### src/rtl/uart_pkg.sv
// -----------------------------------------------------------------------------
// uart_pkg
// Shared definitions for the UART blocks. It contains:
//   - the receiver FSM state encoding
//   - a parity helper
//   - a counter-width helper used to size the baud and idle counters
// Payloads of up to 16 bits are supported by the parity helper.
// -----------------------------------------------------------------------------
package uart_pkg;

   typedef logic [2:0] rx_state_t;

   localparam rx_state_t RX_IDLE   = 3'd0;
   localparam rx_state_t RX_START  = 3'd1;
   localparam rx_state_t RX_DATA   = 3'd2;
   localparam rx_state_t RX_PARITY = 3'd3;
   localparam rx_state_t RX_STOP   = 3'd4;
   localparam rx_state_t RX_BREAK  = 3'd5;

   // Width of a counter that must hold values 0..n-1 (at least one bit).
   function automatic int unsigned cnt_width(input int unsigned n);
      return (n <= 32'd1) ? 32'd1 : $clog2(n);
   endfunction

   // Parity error flag: returns 1 when data plus the received parity bit
   // do not give the configured sense (odd = 0 for even, 1 for odd).
   function automatic logic parity_err(input logic [15:0] data,
                                       input logic        par_bit,
                                       input logic        odd);
      return (^data) ^ par_bit ^ odd;
   endfunction

endpackage

### src/rtl/axis_sync_fifo.sv
// -----------------------------------------------------------------------------
// axis_sync_fifo
// Small synchronous FIFO with an AXI-Stream style read side.
// Ports:
//   clk, rst  clock and synchronous active-high reset
//   push_i    write request
//   data_i    write data
//   pop_i     downstream ready
//   data_o    head entry
//   valid_o   head valid
//   drop_o    push rejected because the FIFO was full and not popping
// A push into a full FIFO is accepted only when a pop happens in the same
// cycle. There is no bypass path: a push into an empty FIFO becomes visible
// on the cycle after the write.
// -----------------------------------------------------------------------------
module axis_sync_fifo
   import uart_pkg::*;
#(
   parameter int unsigned WIDTH = 10,
   parameter int unsigned DEPTH = 4
) (
   input  logic             clk,
   input  logic             rst,
   input  logic             push_i,
   input  logic [WIDTH-1:0] data_i,
   input  logic             pop_i,
   output logic [WIDTH-1:0] data_o,
   output logic             valid_o,
   output logic             drop_o
);

   localparam int unsigned PTR_W = cnt_width(DEPTH);
   localparam int unsigned CNT_W = $clog2(DEPTH) + 1;
   localparam logic [CNT_W-1:0] CNT_FULL = CNT_W'(DEPTH);

   logic [WIDTH-1:0] mem_q [DEPTH];
   logic [PTR_W-1:0] wr_ptr_q, wr_ptr_d;
   logic [PTR_W-1:0] rd_ptr_q, rd_ptr_d;
   logic [CNT_W-1:0] count_q, count_d;
   logic             valid_q, valid_d;
   logic             pop_s, push_ok_s, full_s;

   // Handshake qualification and next-state pointer/count computation.
   always_comb begin
      full_s    = (count_q == CNT_FULL);
      pop_s     = pop_i && valid_q;
      push_ok_s = push_i && (!full_s || pop_s);
      drop_o    = push_i && !push_ok_s;
      wr_ptr_d  = push_ok_s ? (wr_ptr_q + 1'b1) : wr_ptr_q;
      rd_ptr_d  = pop_s ? (rd_ptr_q + 1'b1) : rd_ptr_q;
      case ({push_ok_s, pop_s})
         2'b10:   count_d = count_q + 1'b1;
         2'b01:   count_d = count_q - 1'b1;
         default: count_d = count_q;
      endcase
      valid_d = (count_d != '0);
   end

   // Storage, pointers and occupancy registers.
   always_ff @(posedge clk) begin
      if (rst) begin
         for (int i = 0; i < int'(DEPTH); i++) begin
            mem_q[i] <= '0;
         end
         wr_ptr_q <= '0;
         rd_ptr_q <= '0;
         count_q  <= '0;
         valid_q  <= 1'b0;
      end else begin
         if (push_ok_s) begin
            mem_q[wr_ptr_q] <= data_i;
         end
         wr_ptr_q <= wr_ptr_d;
         rd_ptr_q <= rd_ptr_d;
         count_q  <= count_d;
         valid_q  <= valid_d;
      end
   end

   assign data_o  = mem_q[rd_ptr_q];
   assign valid_o = valid_q;

endmodule

### src/rtl/uart_rx_axis.sv
// -----------------------------------------------------------------------------
// uart_rx_axis
// UART receiver that delivers bytes on an AXI4-Stream master port.
// Ports:
//   clk, rst       clock and synchronous active-high reset
//   uart_rx        asynchronous serial line (idle high)
//   m_axis_*       byte stream:
//                    tdata = byte
//                    tlast = idle gap followed this byte
//                    tuser = parity error
//   frame_err      one-cycle pulse when a stop bit is sampled low (byte dropped)
//   overrun        one-cycle pulse when a byte is dropped because the FIFO is full
// Each good byte waits in a hold register until one of two events decides
// whether it ends a burst:
//   - the next start bit is confirmed: the byte is pushed with tlast = 0
//   - the line stays idle for IDLE_BITS bit-times: the byte is pushed with
//     tlast = 1
// -----------------------------------------------------------------------------
module uart_rx_axis
   import uart_pkg::*;
#(
   parameter int unsigned DATA_BITS    = 8,
   parameter int unsigned CLKS_PER_BIT = 434,
   parameter int unsigned PARITY_EN    = 1,
   parameter int unsigned PARITY_ODD   = 0,
   parameter int unsigned FIFO_DEPTH   = 4,
   parameter int unsigned IDLE_BITS    = 20
) (
   input  logic                 clk,
   input  logic                 rst,
   input  logic                 uart_rx,
   output logic [DATA_BITS-1:0] m_axis_tdata,
   output logic                 m_axis_tvalid,
   input  logic                 m_axis_tready,
   output logic                 m_axis_tlast,
   output logic                 m_axis_tuser,
   output logic                 frame_err,
   output logic                 overrun
);

   localparam int unsigned BAUD_W      = cnt_width(CLKS_PER_BIT);
   localparam int unsigned IDLE_CYCLES = IDLE_BITS * CLKS_PER_BIT;
   localparam int unsigned IDLE_W      = cnt_width(IDLE_CYCLES);
   localparam int unsigned BIT_W       = cnt_width(DATA_BITS);
   localparam int unsigned ENTRY_W     = DATA_BITS + 2;

   localparam logic [BAUD_W-1:0] BAUD_LAST = BAUD_W'(CLKS_PER_BIT - 1);
   localparam logic [BAUD_W-1:0] HALF_LAST = BAUD_W'(CLKS_PER_BIT / 2 - 1);
   localparam logic [IDLE_W-1:0] IDLE_LAST = IDLE_W'(IDLE_CYCLES - 1);
   localparam logic [BIT_W-1:0]  BIT_LAST  = BIT_W'(DATA_BITS - 1);
   localparam logic              PAR_ON    = (PARITY_EN != 0);
   localparam logic              PAR_ODD   = (PARITY_ODD != 0);

   logic                 sync1_q, sync2_q;
   logic [1:0]           settle_q;
   logic                 armed_q, armed_d;
   rx_state_t            state_q, state_d;
   logic [BAUD_W-1:0]    baud_q, baud_d;
   logic [BIT_W-1:0]     bit_q, bit_d;
   logic [DATA_BITS-1:0] shift_q, shift_d;
   logic                 perr_q, perr_d;
   logic                 hold_valid_q, hold_valid_d;
   logic [DATA_BITS-1:0] hold_data_q, hold_data_d;
   logic                 hold_perr_q, hold_perr_d;
   logic [IDLE_W-1:0]    idle_q, idle_d;
   logic                 frame_err_q, frame_err_d;
   logic                 overrun_q;

   logic                 rx_s;
   logic                 start_ok_s, capture_s, stop_exit_s;
   logic                 push_s, push_last_s;
   logic [ENTRY_W-1:0]   push_data_s, fifo_data_s;
   logic                 fifo_valid_s, drop_s;

   assign rx_s = sync2_q;

   // Frame FSM, hold register and idle-gap timer.
   always_comb begin
      state_d      = state_q;
      baud_d       = baud_q;
      bit_d        = bit_q;
      shift_d      = shift_q;
      perr_d       = perr_q;
      hold_valid_d = hold_valid_q;
      hold_data_d  = hold_data_q;
      hold_perr_d  = hold_perr_q;
      frame_err_d  = 1'b0;
      start_ok_s   = 1'b0;
      capture_s    = 1'b0;
      stop_exit_s  = 1'b0;
      push_s       = 1'b0;
      push_last_s  = 1'b0;

      // The settle bits keep the reset value of the synchroniser from arming
      // the receiver: only a real high sample of the line counts.
      armed_d = armed_q | (settle_q[1] & rx_s);

      case (state_q)
         RX_IDLE: begin
            // The line is always high on entry to IDLE, so low here is a falling edge.
            if (armed_q && !rx_s) begin
               state_d = RX_START;
               baud_d  = '0;
            end else begin
               state_d = RX_IDLE;
            end
         end
         RX_START: begin
            if (baud_q == HALF_LAST) begin
               baud_d = '0;
               if (!rx_s) begin
                  state_d    = RX_DATA;
                  bit_d      = '0;
                  perr_d     = 1'b0;
                  start_ok_s = 1'b1;
               end else begin
                  state_d = RX_IDLE;
               end
            end else begin
               baud_d = baud_q + 1'b1;
            end
         end
         RX_DATA: begin
            if (baud_q == BAUD_LAST) begin
               baud_d  = '0;
               shift_d = {rx_s, shift_q[DATA_BITS-1:1]};
               if (bit_q == BIT_LAST) begin
                  state_d = PAR_ON ? RX_PARITY : RX_STOP;
               end else begin
                  bit_d = bit_q + 1'b1;
               end
            end else begin
               baud_d = baud_q + 1'b1;
            end
         end
         RX_PARITY: begin
            if (baud_q == BAUD_LAST) begin
               baud_d  = '0;
               perr_d  = parity_err(16'(shift_q), rx_s, PAR_ODD);
               state_d = RX_STOP;
            end else begin
               baud_d = baud_q + 1'b1;
            end
         end
         RX_STOP: begin
            if (baud_q == BAUD_LAST) begin
               baud_d      = '0;
               stop_exit_s = 1'b1;
               if (rx_s) begin
                  capture_s = 1'b1;
                  state_d   = RX_IDLE;
               end else begin
                  frame_err_d = 1'b1;
                  state_d     = RX_BREAK;
               end
            end else begin
               baud_d = baud_q + 1'b1;
            end
         end
         RX_BREAK: begin
            if (rx_s) begin
               state_d = RX_IDLE;
            end else begin
               state_d = RX_BREAK;
            end
         end
         default: begin
            state_d = RX_IDLE;
         end
      endcase

      // A confirmed start takes priority over the idle timeout; either one
      // releases the held byte.
      if (hold_valid_q && start_ok_s) begin
         push_s       = 1'b1;
         push_last_s  = 1'b0;
         hold_valid_d = 1'b0;
      end else if (hold_valid_q && (idle_q == IDLE_LAST)) begin
         push_s       = 1'b1;
         push_last_s  = 1'b1;
         hold_valid_d = 1'b0;
      end else begin
         push_s      = 1'b0;
         push_last_s = 1'b0;
      end

      if (capture_s) begin
         hold_valid_d = 1'b1;
         hold_data_d  = shift_q;
         hold_perr_d  = PAR_ON ? perr_q : 1'b0;
      end else begin
         hold_data_d = hold_data_q;
      end

      // The idle timer restarts at every stop-bit exit, including a framing error.
      if (stop_exit_s || !hold_valid_q) begin
         idle_d = '0;
      end else begin
         idle_d = idle_q + 1'b1;
      end
   end

   assign push_data_s = {hold_perr_q, push_last_s, hold_data_q};

   // Synchroniser, FSM state and status pulse registers.
   always_ff @(posedge clk) begin
      if (rst) begin
         sync1_q      <= 1'b1;
         sync2_q      <= 1'b1;
         settle_q     <= 2'b00;
         armed_q      <= 1'b0;
         state_q      <= RX_IDLE;
         baud_q       <= '0;
         bit_q        <= '0;
         shift_q      <= '0;
         perr_q       <= 1'b0;
         hold_valid_q <= 1'b0;
         hold_data_q  <= '0;
         hold_perr_q  <= 1'b0;
         idle_q       <= '0;
         frame_err_q  <= 1'b0;
         overrun_q    <= 1'b0;
      end else begin
         sync1_q      <= uart_rx;
         sync2_q      <= sync1_q;
         settle_q     <= {settle_q[0], 1'b1};
         armed_q      <= armed_d;
         state_q      <= state_d;
         baud_q       <= baud_d;
         bit_q        <= bit_d;
         shift_q      <= shift_d;
         perr_q       <= perr_d;
         hold_valid_q <= hold_valid_d;
         hold_data_q  <= hold_data_d;
         hold_perr_q  <= hold_perr_d;
         idle_q       <= idle_d;
         frame_err_q  <= frame_err_d;
         overrun_q    <= drop_s;
      end
   end

   axis_sync_fifo #(
      .WIDTH (ENTRY_W),
      .DEPTH (FIFO_DEPTH)
   ) u_fifo (
      .clk     (clk),
      .rst     (rst),
      .push_i  (push_s),
      .data_i  (push_data_s),
      .pop_i   (m_axis_tready),
      .data_o  (fifo_data_s),
      .valid_o (fifo_valid_s),
      .drop_o  (drop_s)
   );

   assign m_axis_tdata  = fifo_data_s[DATA_BITS-1:0];
   assign m_axis_tlast  = fifo_data_s[DATA_BITS];
   assign m_axis_tuser  = fifo_data_s[DATA_BITS+1];
   assign m_axis_tvalid = fifo_valid_s;
   assign frame_err     = frame_err_q;
   assign overrun       = overrun_q;

endmodule

### config.mk
export PLATFORM = sky130hd
export DESIGN_NAME = uart_rx_axis
export DESIGN_NICKNAME = d
export VERILOG_FILES = /design/src/rtl/uart_pkg.sv /design/src/rtl/axis_sync_fifo.sv /design/src/rtl/uart_rx_axis.sv
export SDC_FILE = /design/constraint.sdc
export NUM_CORES = 1
export LEC_CHECK = 0
export ABC_AREA = 1
export CAP_MARGIN = 20
export CORE_ASPECT_RATIO = 1.25
export CORE_MARGIN = 2
export CORE_UTILIZATION = 55
export CTS_CLUSTER_DIAMETER = 150
export DETAILED_ROUTE_END_ITERATION = 12
export GPL_TIMING_DRIVEN = 0
export HOLD_SLACK_MARGIN = 0.05
export PLACE_DENSITY = 0.8
export SYNTH_ARGS = -nofsm -noshare
export SYNTH_HDL_FRONTEND = slang
export SYNTH_SLANG_ARGS = --single-unit
### constraint.sdc
create_clock -name clk -period 2.31 [get_ports clk]
set_clock_uncertainty 0.05 [all_clocks]
set_input_delay 0.3465 -clock clk [delete_from_list [all_inputs] [get_ports clk]]
set_output_delay 0.3465 -clock clk [all_outputs]
set_load 0.01 [all_outputs]
==> metrics.md <==
| Metric | Value |
|---|---|
| Max-cap violations | 0 |
| Relative slew slack | 0.648 |
| Total core area | 8560 um2 |
| Hold Fails Final Rpt | 0 |
| CTS tree | yes |
| CP max stage delay | 0.56 ns |
| # DRC | 0 |
| Die area | ~9500 um2 |
| Input/output buffers | 16 |
| Post-synthesis sequential area ratio | 0.523 |
| Outcome | finished clean |
| Final TNS setup | 0 ns |
| Ant diodes | 0 |
| R2r startpoint | baud_q[1] |
| Ys flop type | dfxtp_1 |
| Worst hold start | settle_q[0] |
| Vias | roughly 3700 |
| Post-CTS Hold Buffers | 0 |
| Global-route wire length before repair | 15.8 mm |
| Critical path endpoint category | primary output |
| FF-to-FF End | u_fifo.valid_o |
| Clk pin slew, worst setup/hold paths | 0.09 ns |
| Num rows | 38 |
| Area Overhead vs Synth | 13.6% |
| Largest net degree at the start of global routing | 18 |
| Static leakage | ~2.0 nW |
| CTS Root Cell | clkbuf_8 |
| Synth Cell Area | 4790 um2 |
| Arrival time worst endpoint | ~1.8 ns |
| Synth warnings | 0 |
| CP Max Fanout | 10 |
| Final setup fails | 0 |
| Placed inst area | about 5100 um2 |
| Measured slew at the worst slew-check pin | 0.528 ns |
| Worst hold path class | flop to flop |
| Max clock buf depth | 2 |
| Req. time, crit path | 1.91 ns |
| Power per cell area | 838 nW/um2 |
| Crit Path Class | flop to primary output |
| Cell Chain, Critical Path | buf_2 -> o21ai_0 -> o22ai_1 -> clkdlybuf4s50_1 |
| ANT nets after route | 0 |
| Cells after Synth | 550 |
| Cells on worst reg2reg path | 15 |
| Clk sinks | 105 |
| Max Clock Freq | roughly 450 MHz |
| Post-DP HPWL | 6.91 mm |
| Worst Hold Depth | 2 |
| Overall routing resource usage | 0.213 |
| Number of I/O pins | 17 |
| Final instance area | 5440 um2 |
| DRT iter0 DRCs | approximately 210 |
| Final Core Density | 0.636 |
| H-tree depth | 3 |
| Fin crit period | ~2.2 ns |
| Grt ovf | 0 |
| Nets | roughly 590 |
| Worst setup SP type | flop |
| Max VDD drop | approximately 450 uV |
| DR WL/cell | 13.7 um |
| #FFs+latches synth | about 110 |
| Chip Width | 87.5 um |
| Fraction of layout cells with a size suffix above 1 | 0.148 |
| Routed wire length | 9.41 mm |
| Initial Util | 0.560 |
| Fraction of registers with async set/reset | 0 |
| Vias in the first global route | 3563 |
| Syn Nets | around 560 |
| Final Cycle Share | 0.952 |
| Drt first pass iters | 4 |
| Worst Hold Path EP | settle_q[1] |
| Die H | 108 um |
| Hold slack | 0.364 ns |
| Initial antenna violation count | 0 |
| R2R Setup Slk | roughly 0.15 ns |
| Worst-Skew Late Latency | 0.37 ns |
| Critical Path Slowest Stage Cell | clkdlybuf4s50_1 |
| EDFF count, synth | 40 |
| Number of library cell types mapped by synthesis | between 40 and 50 |
| CTS buffer count | 9 |
| Post-Syn Area per Cell | about 8.7 um2 |
| Routability cong. | ~0.92 |
| Vias/cell | between 5 and 6 |
| Fin. max-slew vios | 0 |
[Yosys cell counts (10+ instances only)]
| library cell | number | area (um2) |
|---|---|---|
| nand3_1 | 30 | 150 |
| o22ai_1 | 10 | 62.6 |
| edfxtp_1 | 40 | 1200 |
| nor2_1 | 100 | 375 |
| nor3_1 | 13 | 65.1 |
| clkbuf_1 | 10 | 37.5 |
| nand4_1 | 11 | 68.8 |
| inv_1 | 55 | 206 |
| dfxtp_1 | 65 | 1300 |
| o21ai_0 | 39 | 195 |
| nand2_1 | 48 | 180 |
| inv_2 | 13 | 48.8 |
| a21oi_1 | 30 | 150 |
[worst max-delay path, delay by kind of cell (launching register included)]
family	cells	cell delay [ns]
DFF	1	0.36
AOI/OAI and AO/OA	2	0.30
buffers and inverters	2	0.76
[how the worst max path moves through the flow]
stage                     cells after the start            endpoint           from
after floorplan                              10  u_fifo.mem_q[3][0]      baud_q[0]
after global placement                        5  u_fifo.mem_q[3][5]  m_axis_tready
after detailed placement                      5  u_fifo.mem_q[3][5]  m_axis_tready
after CTS                                    15      u_fifo.valid_o      baud_q[0]
after global routing                         15      u_fifo.valid_o      baud_q[1]
final                                         4     m_axis_tdata[5]           flop
[final cells by class]
| type | instances | area, um2 |
|---|---|---|
| Fill cell | 693 | 3120 |
| Timing Repair Buffer | 22 | 218 |
| Tap cell | 100 | 125 |
| Clock inverter | 7 | 93.8 |
| Buffer | 17 | 98.8 |
| Sequential cell | 105 | 2510 |
| Inverter | 68 | 255 |
| Clock buffer | 9 | 124 |
| Multi-Input combinational cell | 360 | 2020 |
[cells in the final DEF, fill, tap and decap left out, types with 13 or more instances in the layout]
cell and count:
clkdlybuf4s50_1 16, nor2_1 100, nand2_1 44, a21oi_1 30, inv_2 14, edfxtp_1 40
o21ai_0 39, nor3_1 13, nand3_1 28, inv_1 54, dfxtp_1 63
[registers in the layout, indices dropped and copies added (netlist names), 2 cells and up, named ones only]
name / cells
baud_q: 9
bit_q: 3
hold_data_q: 8
idle_q: 14
settle_q: 2
shift_q: 8
state_q: 3
u_fifo.count_q: 3
u_fifo.mem_q: 40
u_fifo.rd_ptr_q: 2
u_fifo.wr_ptr_q: 2
[report_power, final]
part	total (mW)	internal, mW	leakage (nW)	switching, mW
clock	1.23	0.610	0.107	0.620
sequential	2.15	2.06	0.908	0.0899
combinational	1.18	0.451	0.961	0.730
[routing by layer]
layer	up-vias	GRT usage	wire length (um)
met1	1760	0.228	3750
met4	0	0.108	179
met2	56	0.396	5210
met5	-	0	0
li1	1909	-	-
met3	12	0.0328	263
[repair_timing]
item	CTS	global route
pin swaps	1	5
endpoints found under the setup margin	53	44
resized for setup	13	19
setup buffers	2	4
hold endpoints to repair	0	0
[logic make-up after synthesis]
logic type / count (synthesis) / synth area share
buffers and inverters: 85 / 0.0711
DFF: 105 / 0.523
and+or+nand+nor: 236 / 0.236
AOI/OAI and AO/OA: 100 / 0.119
adders and majority gates: 7 / 0.0199
xor gates and xnor gates: 17 / 0.0311
[stage by stage]
step / cells / setup slack [ns] / power (mW)
floorplan: 550 / 0.177 / 2.97
global placement: 666 / -0.321 / 3.24
detailed placement: 666 / -0.403 / 3.29
CTS: 684 / 0.00673 / 4.52
global route: 688 / -0.0115 / 4.81
finish: 688 / 0.111 / 4.56
Power figures use the tool's default switching activity.
==> patch 1: new RTL, config.mk and constraints unchanged <==
The parameter `FIFO_DEPTH` goes from 4 to 8.
--- a/src/rtl/uart_rx_axis.sv
+++ b/src/rtl/uart_rx_axis.sv
@@ -23,7 +23,7 @@
    parameter int unsigned CLKS_PER_BIT = 434,
    parameter int unsigned PARITY_EN    = 1,
    parameter int unsigned PARITY_ODD   = 0,
-   parameter int unsigned FIFO_DEPTH   = 4,
+   parameter int unsigned FIFO_DEPTH   = 8,
    parameter int unsigned IDLE_BITS    = 20
 ) (
    input  logic                 clk,
Function: same outputs for any inputs over 10 cycles, from zero or initial values and one cycle with rst high; that may be too few to reach the edited logic, so the function may still have changed.
==> patch 1 against the unedited design <==
Power up 66%. Die area up 39%. Global-route usage grew 3.4 points. Routed wire length increased by 61%. Core utilization increased by 2.5 points. Highest routed layer unchanged. Worst hold slack worse by 0.0036 ns. Setup slack lost 0.056 ns. Sequential cell count grew 44. Cell area grew 46%. Synthesized area rose by 41%. First-iteration DRC count is 37% higher.
==> patch 1: results (changes against the unedited design) <==
| Metric | Value |
|---|---|
| Status | completed |
| Wire length after detailed routing | 15100 µm (+61%) |
| Placed instance count | 941 (+41%) |
| EDFF count, synth | 80 (+100%) |
| Synth Net Count | 776 (+38%) |
| Dpl cell area | 7110 µm² (+40%) |
| Mux cell area share after synthesis | 0 (unchanged) |
| Pin count of the biggest net entering global routing | 17 (-1) |
| Share of layout cells above drive strength 1 | 0.155 (+0.00655) |
| Detailed placer's ending HPWL | 10500 µm (+52%) |
| Insertion delay of the later-clocked pin in the worst-skew pair | 0.42 ns (+0.05 ns) |
| Worst Path Arrival | 1.86 ns (+0.06 ns) |
| Delay contributed by the slowest stage of the critical path | 0.37 ns (-0.19 ns) |
| Postcts setup bufs | 0 (-2) |
| Cell at the root of the clock tree | sky130_fd_sc_hd__clkbuf_16 |
| Total vias in the final route | 5270 (+41%) |
| First-pass iteration count of the detailed router | 5 (+1) |
| Clock-pin slew of the registers on the worst-case setup and hold paths | 0.06 ns (-0.03 ns) |
| Port Buf Inserts | 16 (unchanged) |
| Largest regs | u_fifo.mem_q x80, idle_q x14, baud_q x9 |
| Layout net count | 811 (+37%) |
| CTS Buf Count | 17 (+8) |
| Largest voltage drop on the vdd net | 0.583 mV (+28%) |
| Static power due to leakage | 2.96 nW (+50%) |
| Final standard cell count with taps included and fillers excluded | 973 (+41%) |
| Crit-path slowest cell | sky130_fd_sc_hd__dfxtp_4 |
| Parity-gate share of the synthesized area counting xor and xnor cells | 0.0117 (-0.0194) |
| CTS HTree Levels | 4 (+1) |
| DRC violation total after the first TritonRoute iteration | 292 (+37%) |
| Switching Share | 0.297 (-0.0192) |
| Total Routing Usage GR | 0.247 (+0.0342) |
| Path type of the worst min-delay path | reg2reg |
| Dominant register cell in the synthesized netlist | sky130_fd_sc_hd__edfxtp_1 |
| Ranking of synthesized cells by area | sky130_fd_sc_hd__edfxtp_1 36%, sky130_fd_sc_hd__dfxtp_1 20%, sky130_fd_sc_hd__nor2_1 11%, sky130_fd_sc_hd__o21ai_0 4.7%, sky130_fd_sc_hd__nand2_1 4.6% |
| Compound-cell area share of the yosys netlist | 0.105 (-0.0141) |
| Synth cell count leaders | 196 x sky130_fd_sc_hd__nor2_1, 83 x sky130_fd_sc_hd__nand2_1, 80 x sky130_fd_sc_hd__edfxtp_1, 69 x sky130_fd_sc_hd__dfxtp_1, 63 x sky130_fd_sc_hd__o21ai_0 |
| GPL Wtd Cong | 0.866 (-5.9%) |
| Proportion of synthesized chip area in sequential cells | 0.561 (+0.0380) |
| Initial antenna violation count | 0 (unchanged) |
| Antenna diode instance count | 0 (unchanged) |
| Clk buf depth | 2 (unchanged) |
| Average instance area after synthesis | 8.87 µm² (+1.9%) |
| FFs w/ async S/R, synth | 0 (unchanged) |
| Worst Max-Slew Pin Slew | 0.519 ns (-0.00919 ns) |
| Unique cell type count in the Yosys netlist | 40 (-17%) |
| Fraction of the mapped netlist area in adder cells | 0.0215 (+0.00165) |
| Global-route wire length before repair | 24700 µm (+57%) |
## patch 1: cell count changes in the layout (fill, tap and decap cells not counted), sizes merged, moves of 10 or more
cell           delta
nor2             +94
nand2            +42
edfxtp           +40
clkbuf           +21
o21ai            +18
a31oi            +14
clkdlybuf4s50    -10
## patch 1: routing by layer
| metal | wire length [µm] | GRT usage | vias to the layer above |
|---|---|---|---|
| met5 | 0 | 0 | - |
| met4 | 614 | 0.138 | 0 |
| met3 | 852 | 0.0594 | 44 |
| met2 | 8190 | 0.443 | 164 |
| met1 | 5470 | 0.258 | 2454 |
| li1 | - | - | 2608 |
## patch 1: final timing paths
path	from	end	slack (ns)	cells past startpoint
setup / recovery	flip-flop	m_axis_tdata[3]	0.06	7
setup reg to reg	baud_q[0]	u_fifo.mem_q[4][7]	0.15	13
hold / removal	sync1_q	rx_s	0.36	1
hold reg to reg	sync1_q	rx_s	0.36	1
## patch 1: power groups by stage
stage / Sequential (mW) / Combinational (mW) / Clock (mW)
global placement: 3.11 / 1.41 / 0
detailed placement: 3.13 / 1.47 / 0
floorplan: 3.10 / 0.985 / 0
global route: 3.11 / 1.81 / 2.99
CTS: 3.08 / 1.56 / 2.89
finish: 3.09 / 1.62 / 2.88
## patch 1: worst max-delay path: cells and delay by family (launching register included)
family | cells | cell delay [ns]
buffers and inverters | 3 | 0.57
DFF | 1 | 0.37
AOI/OAI and AO/OA | 2 | 0.37
and+or+nand+nor | 2 | 0.13
## patch 1: layout make-up
| type | count | area, µm² |
|---|---|---|
| flip-flops and latches | 149 | 3790 |
| clock buffers | 19 | 453 |
| clock inverters | 13 | 171 |
| multi-input cells | 513 | 2700 |
| plain buffers | 31 | 228 |
| fillers | 966 | 4090 |
| inverters | 68 | 255 |
| well taps | 164 | 205 |
| repair buffers | 16 | 160 |
## patch 1: kinds of logic (layout without fill, tap and decap cells)
logic type | Yosys count | after routing
flops | 149 | 149
fa+ha+maj | 11 | 11
buf+inv | 99 | 147
compound gates | 130 | 130
xor+xnor | 9 | 9
simple gates | 363 | 363
## patch 1: through the flow
step / setup WS [ns] / hold WS (ns) / util
after floorplan: 0.0598 / 0.338 / -
after global placement: -0.368 / 0.342 / 0.590
after detailed placement: -0.399 / 0.350 / 0.590
after CTS: -0.275 / 0.365 / 0.653
after global routing: -0.00409 / 0.374 / 0.661
final: 0.0551 / 0.361 / 0.661
## patch 1: repair_timing
item                       CTS  global route
pin swaps                    1             6
gates resized for setup     44            46
setup endpoints to repair   92            92
==> patch 2: new RTL, config.mk and constraints unchanged <==
Without the edit above. Register the output `frame_err` once more, cleared by the reset; this adds one clock of latency there. The other outputs are not delayed to match. Comments in the files are not updated.
--- a/src/rtl/uart_rx_axis.sv
+++ b/src/rtl/uart_rx_axis.sv
@@ -257,7 +257,13 @@
    assign m_axis_tlast  = fifo_data_s[DATA_BITS];
    assign m_axis_tuser  = fifo_data_s[DATA_BITS+1];
    assign m_axis_tvalid = fifo_valid_s;
-   assign frame_err     = frame_err_q;
+   always_ff @(posedge clk) begin
+      if (rst) begin
+         frame_err <= '0;
+      end else begin
+         frame_err <= frame_err_q;
+      end
+   end
    assign overrun       = overrun_q;
 
 endmodule
Function: no difference found for any inputs over 10 cycles, from zero or initial values and one cycle with rst high; that may be too few to reach the edited logic, so the function may still have changed.
==> patch 2 against the unedited design <==
Cell area decreased by 4.5%. Non-clock buffer count shrank 6. Setup slack got worse by 0.065 ns. Power is 14% lower. Critical path type is now reg2reg. Sequential cell count rose by 1. Die area fell by 2.1%. Synthesized area down 2.1%. Routed wire length shrank 3.8%.
==> patch 2: results (changes against the unedited design) <==
| Metric | Value |
|---|---|
| Proportion of synthesized chip area in sequential cells | 0.538 (+0.0157) |
| Port Buf Inserts | 15 (-1) |
| Synth Net Count | 546 (-2.7%) |
| Detailed placer's ending HPWL | 6380 µm (-7.7%) |
| Status | completed |
| Start point of the worst min-delay path | rst |
| Total vias in the final route | 3619 (-3.2%) |
| Static power due to leakage | 1.86 nW (-6.1%) |
| Slew HR | 0.537 (-0.111) |
| DRC violation total after the first TritonRoute iteration | 179 (-16%) |
| Mapped Cells | 535 (-2.7%) |
| Met1 track demand over resource in global routing | 0.226 (-0.00245) |
| Crit-path slowest cell | sky130_fd_sc_hd__fa_1 |
| GPL Wtd Cong | 0.790 (-14%) |
| Wire length after detailed routing | 9050 µm (-3.8%) |
| Global-route wire length before repair | 15000 µm (-4.6%) |
| Total Routing Usage GR | 0.204 (-0.00857) |
| Met3 Resource Use GR | 0.0377 (+0.00490) |
| Synth cell count leaders | 92 x sky130_fd_sc_hd__nor2_1, 66 x sky130_fd_sc_hd__dfxtp_1, 63 x sky130_fd_sc_hd__inv_1, 49 x sky130_fd_sc_hd__o21ai_0, 46 x sky130_fd_sc_hd__nand2_1 |
| Maximum net fanout on the critical path | 4 (-6) |
| Path type of the worst min-delay path | in2reg |
| Largest voltage drop on the vdd net | 0.518 mV (+14%) |
| Dpl cell area | 4960 µm² (-2.3%) |
| Ranking of synthesized cells by area | sky130_fd_sc_hd__dfxtp_1 28%, sky130_fd_sc_hd__edfxtp_1 26%, sky130_fd_sc_hd__nor2_1 7.4%, sky130_fd_sc_hd__o21ai_0 5.2%, sky130_fd_sc_hd__inv_1 5.0% |
| Met1 wire length | 3700 µm (-1.3%) |
## patch 2: cell types whose count changed after synthesis, sizes merged, moves of 2 or more
cell   change
inv        +3
a21oi      +5
xor2       -2
nand3      -9
nor2       -5
nand4      -2
xnor2      -3
o21ai      +2
## patch 2: stage by stage
stage | total power [mW] | util
final | 3.92 | 0.631
after global routing | 4.11 | 0.631
after CTS | 3.92 | 0.627
after detailed placement | 2.92 | 0.602
after global placement | 2.89 | 0.602
after floorplan | 2.67 | -
## patch 2: layout make-up
type | instances | area, µm²
Buffer | 16 | 97.6
Clock buffer | 9 | 124
Clock inverter | 7 | 45.0
Fill cell | 698 | 3040
Inverter | 71 | 267
Multi-Input combinational cell | 342 | 1860
Sequential cell | 106 | 2520
Tap cell | 97 | 121
Timing Repair Buffer | 17 | 165
## patch 2: power breakdown
part | switching [mW] | internal, mW | leakage (nW)
combinational | 0.471 | 0.308 | 0.859
clock | 0.624 | 0.390 | 0.0823
sequential | 0.0759 | 2.05 | 0.914
total | 1.17 | 2.75 | 1.86
## patch 2: final timing paths
| kind | slack (ns) | end | cells after the start |
|---|---|---|---|
| max reg2reg | 0.05 | u_fifo.valid_o | 13 |
| max | 0.05 | u_fifo.valid_o | 13 |
| min reg2reg | 0.36 | settle_q[1] | 2 |
| min | 0.33 | state_q[1] | 2 |
## patch 2: kinds of logic (layout without fill, tap and decap cells)
group / Yosys count / after routing / synth area share
DFF: 106 / 106 / 0.538
adders and majority gates: 7 / 7 / 0.0203
buffers and inverters: 87 / 120 / 0.0745
and+or+nand+nor: 219 / 219 / 0.223
AOI/OAI and AO/OA: 104 / 104 / 0.121
xor gates and xnor gates: 12 / 12 / 0.0224
## patch 2: repair_timing
item,in CTS,in global routing
pin swaps,1,0
setup endpoints to repair,51,43
hold buffers,0,0
buffers inserted,2,0
resized for setup,9,12
